`config.mk`:
```
export PLATFORM = sky130hd
export DESIGN_NAME = sdram_port_arb_flat
export DESIGN_NICKNAME = d
export VERILOG_FILES = /design/src/rtl/sdram_port_arb_if.sv /design/src/rtl/sdram_port_arb.sv /design/src/flat_wrapper.sv
export SDC_FILE = /design/constraint.sdc
export NUM_CORES = 1
export LEC_CHECK = 0
export CAP_MARGIN = 20
export CORE_MARGIN = 3
export CORE_UTILIZATION = 49
export CTS_CLUSTER_DIAMETER = 200
export DETAILED_ROUTE_END_ITERATION = 10
export GPL_TIMING_DRIVEN = 0
export HOLD_SLACK_MARGIN = 0.15
export PLACE_DENSITY_LB_ADDON = 0.25
export SYNTH_ARGS = -nofsm -noshare
export SYNTH_HDL_FRONTEND = slang
export SYNTH_SLANG_ARGS = --single-unit
```
`constraint.sdc`:
```
create_clock -name clk_sys -period 6.9 [get_ports clk_sys]
set_input_delay 1.38 -clock clk_sys [delete_from_list [all_inputs] [get_ports clk_sys]]
set_output_delay 1.38 -clock clk_sys [all_outputs]
set_load 0.02 [all_outputs]
```
`src/rtl/sdram_port_arb_if.sv`:
```
// Single-request bus between the port arbiter and the sdram controller.
// mem_rdata is valid in the same cycle as the one-cycle mem_ack pulse.
interface sdram_port_arb_if #(
  parameter int AW = 25,
  parameter int DW = 16
);
  logic          mem_req;
  logic          mem_we;
  logic [AW-1:0] mem_addr;
  logic [1:0]    mem_be;
  logic [DW-1:0] mem_wdata;
  logic          mem_ack;
  logic [DW-1:0] mem_rdata;

  modport master (
    output mem_req,
    output mem_we,
    output mem_addr,
    output mem_be,
    output mem_wdata,
    input  mem_ack,
    input  mem_rdata
  );

  modport slave (
    input  mem_req,
    input  mem_we,
    input  mem_addr,
    input  mem_be,
    input  mem_wdata,
    output mem_ack,
    output mem_rdata
  );
endinterface

```
`src/rtl/sdram_port_arb.sv`:
```
// Shares the sdram request port between ioctl download writes and the CPU.
// Download writes have strict priority; the CPU is held off during a download.
module sdram_port_arb #(
  parameter int AW = 25,
  parameter int DW = 16
) (
  input  logic          clk_sys,
  input  logic          reset,
  input  logic          i_ioctl_download,
  input  logic          i_ioctl_wr,
  input  logic [AW-1:0] i_ioctl_addr,
  input  logic [DW-1:0] i_ioctl_dout,
  output logic          o_ioctl_wait,
  input  logic          i_cpu_req,
  input  logic          i_cpu_we,
  input  logic [AW-1:0] i_cpu_addr,
  input  logic [1:0]    i_cpu_be,
  input  logic [DW-1:0] i_cpu_wdata,
  output logic          o_cpu_ack,
  output logic [DW-1:0] o_cpu_rdata,
  output logic          o_cpu_hold,
  sdram_port_arb_if.master mem,
  output logic [AW-1:0] o_dl_words,
  output logic          o_dl_overrun
);

  typedef enum logic [1:0] {
    IDLE,
    DL_ISSUE,
    CPU_ISSUE,
    CPU_DONE
  } state_t;

  state_t        r_state;
  logic          r_hold_v;
  logic [AW-1:0] r_hold_addr;
  logic [DW-1:0] r_hold_data;
  logic          r_overrun;
  logic          r_dl_prev;
  logic [AW-1:0] r_dl_words;
  logic          r_cpu_hold;
  logic          r_cpu_ack;
  logic [DW-1:0] r_cpu_rdata;
  logic          r_mem_req;
  logic          r_mem_we;
  logic [AW-1:0] r_mem_addr;
  logic [1:0]    r_mem_be;
  logic [DW-1:0] r_mem_wdata;

  logic w_hold_clr;
  logic w_hold_free;
  logic w_dl_rise;
  logic w_dl_done;

  // hold empties on the same edge it is moved into the mem regs
  assign w_hold_clr  = (r_state == IDLE) && r_hold_v;
  assign w_hold_free = !r_hold_v || w_hold_clr;
  assign w_dl_rise   = i_ioctl_download && !r_dl_prev;
  assign w_dl_done   = (r_state == DL_ISSUE) && mem.mem_ack;

  always_ff @(posedge clk_sys or negedge reset) begin
    if (!reset) begin
      r_hold_v    <= 1'b0;
      r_hold_addr <= '0;
      r_hold_data <= '0;
      r_overrun   <= 1'b0;
      r_dl_prev   <= 1'b0;
      r_dl_words  <= '0;
      r_cpu_hold  <= 1'b0;
    end else begin
      if (i_ioctl_wr && w_hold_free) begin
        r_hold_v    <= 1'b1;
        r_hold_addr <= i_ioctl_addr & ~AW'(1);
        r_hold_data <= i_ioctl_dout;
      end else if (w_hold_clr) begin
        r_hold_v    <= 1'b0;
      end
      if (i_ioctl_wr && !w_hold_free)
        r_overrun <= 1'b1;
      r_dl_prev <= i_ioctl_download;
      if (w_dl_rise)
        r_dl_words <= '0;
      else if (w_dl_done)
        r_dl_words <= r_dl_words + AW'(1);
      r_cpu_hold <= i_ioctl_download | r_hold_v |
                    (r_state == DL_ISSUE);
    end
  end

  always_ff @(posedge clk_sys or negedge reset) begin
    if (!reset) begin
      r_state     <= IDLE;
      r_cpu_ack   <= 1'b0;
      r_cpu_rdata <= '0;
      r_mem_req   <= 1'b0;
      r_mem_we    <= 1'b0;
      r_mem_addr  <= '0;
      r_mem_be    <= '0;
      r_mem_wdata <= '0;
    end else begin
      unique case (r_state)
        IDLE: begin
          if (r_hold_v) begin
            r_mem_req   <= 1'b1;
            r_mem_we    <= 1'b1;
            r_mem_addr  <= r_hold_addr;
            r_mem_be    <= 2'b11;
            r_mem_wdata <= r_hold_data;
            r_state     <= DL_ISSUE;
          end else if (i_cpu_req && !r_cpu_hold) begin
            r_mem_req   <= 1'b1;
            r_mem_we    <= i_cpu_we;
            r_mem_addr  <= i_cpu_addr;
            r_mem_be    <= i_cpu_be;
            r_mem_wdata <= i_cpu_wdata;
            r_state     <= CPU_ISSUE;
          end
        end
        DL_ISSUE: begin
          if (mem.mem_ack) begin
            r_mem_req <= 1'b0;
            r_state   <= IDLE;
          end
        end
        CPU_ISSUE: begin
          if (mem.mem_ack) begin
            r_mem_req <= 1'b0;
            if (!r_mem_we)
              r_cpu_rdata <= mem.mem_rdata;
            r_cpu_ack <= 1'b1;
            r_state   <= CPU_DONE;
          end
        end
        CPU_DONE: begin
          r_cpu_ack <= 1'b0;
          r_state   <= IDLE;
        end
      endcase
    end
  end

  assign o_ioctl_wait  = r_hold_v | (r_state == DL_ISSUE);
  assign o_cpu_ack     = r_cpu_ack;
  assign o_cpu_rdata   = r_cpu_rdata;
  assign o_cpu_hold    = r_cpu_hold;
  assign o_dl_words    = r_dl_words;
  assign o_dl_overrun  = r_overrun;
  assign mem.mem_req   = r_mem_req;
  assign mem.mem_we    = r_mem_we;
  assign mem.mem_addr  = r_mem_addr;
  assign mem.mem_be    = r_mem_be;
  assign mem.mem_wdata = r_mem_wdata;

endmodule

```
`src/flat_wrapper.sv`:
```
// flat-port wrapper written by rule: the top's interface ports become plain ports
module sdram_port_arb_flat 
#(
  parameter int AW = 25,
  parameter int DW = 16
)
  (clk_sys, reset, i_ioctl_download, i_ioctl_wr, i_ioctl_addr, i_ioctl_dout, o_ioctl_wait, i_cpu_req, i_cpu_we, i_cpu_addr, i_cpu_be, i_cpu_wdata, o_cpu_ack, o_cpu_rdata, o_cpu_hold, o_dl_words, o_dl_overrun, mem_mem_req, mem_mem_we, mem_mem_addr, mem_mem_be, mem_mem_wdata, mem_mem_ack, mem_mem_rdata);
  sdram_port_arb_if #(.AW(AW), .DW(DW)) mem_i ();
  input  logic clk_sys;
  input  logic reset;
  input  logic i_ioctl_download;
  input  logic i_ioctl_wr;
  input  logic [AW-1:0] i_ioctl_addr;
  input  logic [DW-1:0] i_ioctl_dout;
  output logic o_ioctl_wait;
  input  logic i_cpu_req;
  input  logic i_cpu_we;
  input  logic [AW-1:0] i_cpu_addr;
  input  logic [1:0] i_cpu_be;
  input  logic [DW-1:0] i_cpu_wdata;
  output logic o_cpu_ack;
  output logic [DW-1:0] o_cpu_rdata;
  output logic o_cpu_hold;
  output logic [AW-1:0] o_dl_words;
  output logic o_dl_overrun;
  output wire logic [$bits(mem_i.mem_req)-1:0] mem_mem_req;
  output wire logic [$bits(mem_i.mem_we)-1:0] mem_mem_we;
  output wire logic [$bits(mem_i.mem_addr)-1:0] mem_mem_addr;
  output wire logic [$bits(mem_i.mem_be)-1:0] mem_mem_be;
  output wire logic [$bits(mem_i.mem_wdata)-1:0] mem_mem_wdata;
  input wire logic [$bits(mem_i.mem_ack)-1:0] mem_mem_ack;
  input wire logic [$bits(mem_i.mem_rdata)-1:0] mem_mem_rdata;
  assign mem_mem_req = mem_i.mem_req;
  assign mem_mem_we = mem_i.mem_we;
  assign mem_mem_addr = mem_i.mem_addr;
  assign mem_mem_be = mem_i.mem_be;
  assign mem_mem_wdata = mem_i.mem_wdata;
  assign mem_i.mem_ack = mem_mem_ack;
  assign mem_i.mem_rdata = mem_mem_rdata;
  sdram_port_arb #(.AW(AW), .DW(DW)) u_core (.clk_sys(clk_sys), .reset(reset), .i_ioctl_download(i_ioctl_download), .i_ioctl_wr(i_ioctl_wr), .i_ioctl_addr(i_ioctl_addr), .i_ioctl_dout(i_ioctl_dout), .o_ioctl_wait(o_ioctl_wait), .i_cpu_req(i_cpu_req), .i_cpu_we(i_cpu_we), .i_cpu_addr(i_cpu_addr), .i_cpu_be(i_cpu_be), .i_cpu_wdata(i_cpu_wdata), .o_cpu_ack(o_cpu_ack), .o_cpu_rdata(o_cpu_rdata), .o_cpu_hold(o_cpu_hold), .mem(mem_i), .o_dl_words(o_dl_words), .o_dl_overrun(o_dl_overrun));
endmodule
```
# == Word-level counts from Yosys, hierarchy flattened ==
# Cells that the tools add are included.
# word_totals
wordCells,73
inputBits,107
out_inout_bits,90
ff_bits,133
# classes
mux,23
n_reduce_logical,23
n_bitwise,4
add_sub_neg,1
eq_ne,7
# ops
cell,n
$mux 25,4
$mux 16,2
$add 25x1->25 const B,1
$mux 2,6
$reduce_bool 2->1,5
$reduce_and 3->1,3
$mux 1,8
$pmux 2 s4,1
$logic_and 1x1->1,6
$eq 2x2->1 const B,2
$logic_not 1->1,4
$ne 2x2->1 const B,2
$pmux 1 s2,2
$reduce_and 2->1,2
$ne 3x2->1 const B,1
$or 1x1->1,3
$eq 2x1->1 const B,1
$logic_not 2->1,1
$ne 2x1->1 const B,1
$reduce_or 2->1,1
$logic_or 1x1->1,1
$not 1->1,1

# == Depth between registers and ports, before layout ==
# depth
ltp_word,5
ltp_mapped,8
depth_no_buf,6

# == Least setup slack after synthesis ==
# Ideal clock, no wire load.
# synth_timing
path_kind,input to register
from,input port mem_mem_ack
to,register u_core.r_dl_words[19] (netlist: u_core.o_dl_words[19])
setup_ns,0.078
required_ns,6.822
cell_stages,6
path_slack_ns,3.937
path_buffers,2
arrival_ns,2.885
path_cell_list,buf_4 nand4_2 buf_6 or4_4 or4b_1 a21oi_1
# synth_via
elab_chain_cells,2
# synth_lines
item,line_no,rtl
"start, declared",flat_wrapper.sv:31,input wire logic [$bits(mem_i.mem_ack)-1:0] mem_mem_ack;
$logic_and 1x1->1,sdram_port_arb.sv:59,assign w_dl_done = (r_state == DL_ISSUE) && mem.mem_ack;
$reduce_bool 2->1 (no source line),--,
"end signal, assigned",sdram_port_arb.sv:84,r_dl_words <= r_dl_words + AW'(1);
"end, declared",sdram_port_arb.sv:40,logic [AW-1:0] r_dl_words;
# No other way between the ends.
# A chain may end at the register's enable or synchronous reset.

# == Worst setup path after layout ==
# layout_timing
from,register u_core.r_hold_v
to,output port o_ioctl_wait
# layout_via
elab_chain_cells,1
# layout_lines
item,line_no,rtl
"start, declared",sdram_port_arb.sv:35,logic r_hold_v;
"start signal, assigned",sdram_port_arb.sv:63,r_hold_v <= 1'b0;
"start signal, assigned",sdram_port_arb.sv:72,r_hold_v <= 1'b1;
"start signal, assigned",sdram_port_arb.sv:76,r_hold_v <= 1'b0;
$or 1x1->1,sdram_port_arb.sv:142,assign o_ioctl_wait = r_hold_v | (r_state == DL_ISSUE);
"end, declared",flat_wrapper.sv:15,output logic o_ioctl_wait;
# No other way between the ends.

==> reports/qor.txt <==
# diodes = 0
top-count cell post-synth = dfrtp_1
Final TNS setup = 0 ns
outcome = finished, final reports clean
Finished Cell Area = 0.008488 mm2
post-synth top area share = 0.5766
RSZ-0062 raised after global routing = no
I/O pin count = 197
area leader, netlist = dfrtp_1
initial antenna violation count = 0
Sink Count = 133
H-tree Lvls = 4
Critical Path RT = 5.52 ns
Synth Instances = 492
DR DRC count = 0
max-cap violations = 0
via count = 4,618
vias in the first global route = 4,684
fmax = 240.2 MHz
kind of cell adding the most delay to the critical path = buffers and inverters
fin nets = 818
Register Area = 0.003328 mm2
die width = 114.5 um
Antenna Violating Nets Remaining = 0
Slew Viols, Final = 0
pwr/cell area = 419.0 mW/mm2
CTS tree = built
crit path kind = register to primary output
final worst path period share = 0.6033
Setup Viol. Count Final = 0
first-pass GRT wire length = 23,380 um
Pwr Total = 0.003557 W
multi-input logic area = 0.002285 mm2
Clock Pin Slew Worst Setup and Hold Paths = 0.05 ns
count of final hold-check violations = 0
Placer Congestion = 0.7915
Clock Tree Root = clkbuf_16
initial core utilization = 0.5033
LEAKAGE = 3.701 nW
Slew @ Worst Pin = 0.7515 ns
Hold Buf Count CTS = 0
Ys Warns = 0
largest net degree at the start of global routing = 76
Distinct cells, synth = 40
starting DRC count in detailed routing = 292
area grow syn2layout = 47.06%
Clock Skew = 0.01121 ns
Vert. Die Dim = 114.5 um
Num CTS Buffers = 17
Arr. time, crit path = 2.78 ns
register area share after synthesis = 0.5766
CP Capture Type = primary output
FILL cells = 807
Peak VDD IR = 0.2879 mV
fraction of layout cells with a size suffix above 1 = 0.1253
GRT Util Overall = 0.2257
setup bufs post-CTS = 0
Core Area = 0.01147 mm2
worst path bufs/invs = 4
DR pass1 iterations = 4
crit path max-delay cell type = clkdlybuf4s50_1
die footprint = 0.01312 mm2
placed cell areas = 0.007921 mm2
CP peak stage delay = 0.62 ns
minimum clock period = 4.162 ns
wirelength, routed = 14,490 um
Setup crit start kind = register
post-CTS resize count = 0
post-synthesis async set-or-reset flop share = 1.000
Synth area leaders = dfrtp_1, mux2_2, mux2i_1
CP Max Fanout = 10
worst min path class = register to register
Cell Chain, Critical Path = clkbuf_1 > clkbuf_1 > clkbuf_1 > or2_2 > clkdlybuf4s50_1
crit-path most repeated cell = clkbuf_1
Avg Inst Size Synth = 11.73 um2
Worst slew margin = 0.4990
WL/cell = 16.83 um
Post-synth top cells = dfrtp_1, nand2_1, mux2_2, o21ai_0, mux2i_1
EDFF count, synth = 0
Mapped Area = 0.005772 mm2
Clock Latency Late Sink = 0.41 ns
largest buffer count on any clock path = 2
Rows = 39
Vias/cell = 5.364
DPL Wire Length = 10,680 um
Mapped Nets = 604
Synth Register Bits = 133
grt total ovfl = 0
Port-buffer cells = 194
top_reg_cell synth = dfrtp_1
stage by stage:
stage            util  cells  worst slack, ns  hold slack [ns]
2_1_floorplan       -    492            3.937           0.4792
3_3_place_gp   0.6883    829          -0.6204           0.4621
3_5_place_dp   0.6908    830            3.075           0.4720
4_1_cts        0.7402    861            2.628           0.4822
5_1_grt        0.7402    861            2.523           0.5030
6_report       0.7402    861            2.738           0.4794
layer usage:
metal / global-route usage / vias up / part of all wire
met4: 0.08234 / 0 / 0.010
met2: 0.3593 / 173 / 0.49
li1: - / 2174 / -
met5: 0 / - / 0
met3: 0.07717 / 10 / 0.087
met1: 0.2866 / 2261 / 0.41
worst paths after layout:
path | start | end | slack (ns) | cells past startpoint
max | u_core.r_hold_v$_DFFE_PN0P_ | o_ioctl_wait | 2.74 | 5
min | u_core.mem.mem_addr[17]$_DFFE_PN0P_ | u_core.mem.mem_addr[17]$_DFFE_PN0P_ | 0.48 | 2
max reg2reg | u_core.r_state[1]$_DFFE_PN0P_ | u_core.o_dl_words[19]$_DFFE_PN0P_ | 4.46 | 7
min reg2reg | u_core.mem.mem_addr[17]$_DFFE_PN0P_ | u_core.mem.mem_addr[17]$_DFFE_PN0P_ | 0.48 | 2
max in group asynchronous | reset | u_core.mem.mem_addr[1]$_DFFE_PN0P_ | 5.21 | 2
min in group asynchronous | reset | u_core.o_dl_words[16]$_DFFE_PN0P_ | 0.92 | 1
final cells by class:
| cell class | instances | share of cell area |
|---|---|---|
| flip-flops and latches | 133 | 0.3921 |
| well taps | 143 | 0.02108 |
| plain buffers | 31 | 0.01518 |
| repair buffers | 195 | 0.2322 |
| clock inverters | 3 | 0.004717 |
| multi-input cells | 320 | 0.2692 |
| inverters | 8 | 0.003538 |
| clock buffers | 28 | 0.06206 |
placed cells by master, fill, tap and decap left out, drive strengths merged, types with 6 or more instances in the layout:
cell / netlist / final
or3: 8 / 8
mux2: 56 / 56
dfrtp: 133 / 133
nand4: 10 / 10
a21oi: 15 / 15
or4: 7 / 7
nand3: 6 / 6
inv: 8 / 8
xnor2: 8 / 8
clkdlybuf4s50: 0 / 193
o21ai: 53 / 53
o22a: 6 / 6
clkbuf: 28 / 56
nand2: 57 / 57
mux2i: 41 / 41
nor2: 14 / 14
power by group:
part	internal, W	switching, W	total (W)
Sequential	0.00110	0.000174	0.00127
Clock	0.000550	0.000305	0.000855
Combinational	0.000708	0.000724	0.00143
Total	0.00235	0.00120	0.00356
flip-flops by register name, summed over array words and instances (netlist names), 2 cells and up:
signal                cells
u_core.o_dl_words        25
u_core.o_cpu_rdata       16
u_core.mem.mem_addr      25
u_core.mem.mem_be         2
u_core.r_hold_addr       24
u_core.r_hold_data       16
u_core.r_state            2
u_core.mem.mem_wdata     16
kinds of logic after synthesis:
family	synth area share
xor+xnor	0.01669
flops	0.5766
fa+ha+maj	0.01084
mux	0.1804
compound gates	0.08476
buf+inv	0.02753
simple gates	0.1032
tightest hold or removal path: stages (launching register included):
cell and delay (ns):
dfrtp_1 0.34, nand2_1 0.05, o21ai_0 0.06
Power figures use the tool's default switching activity.
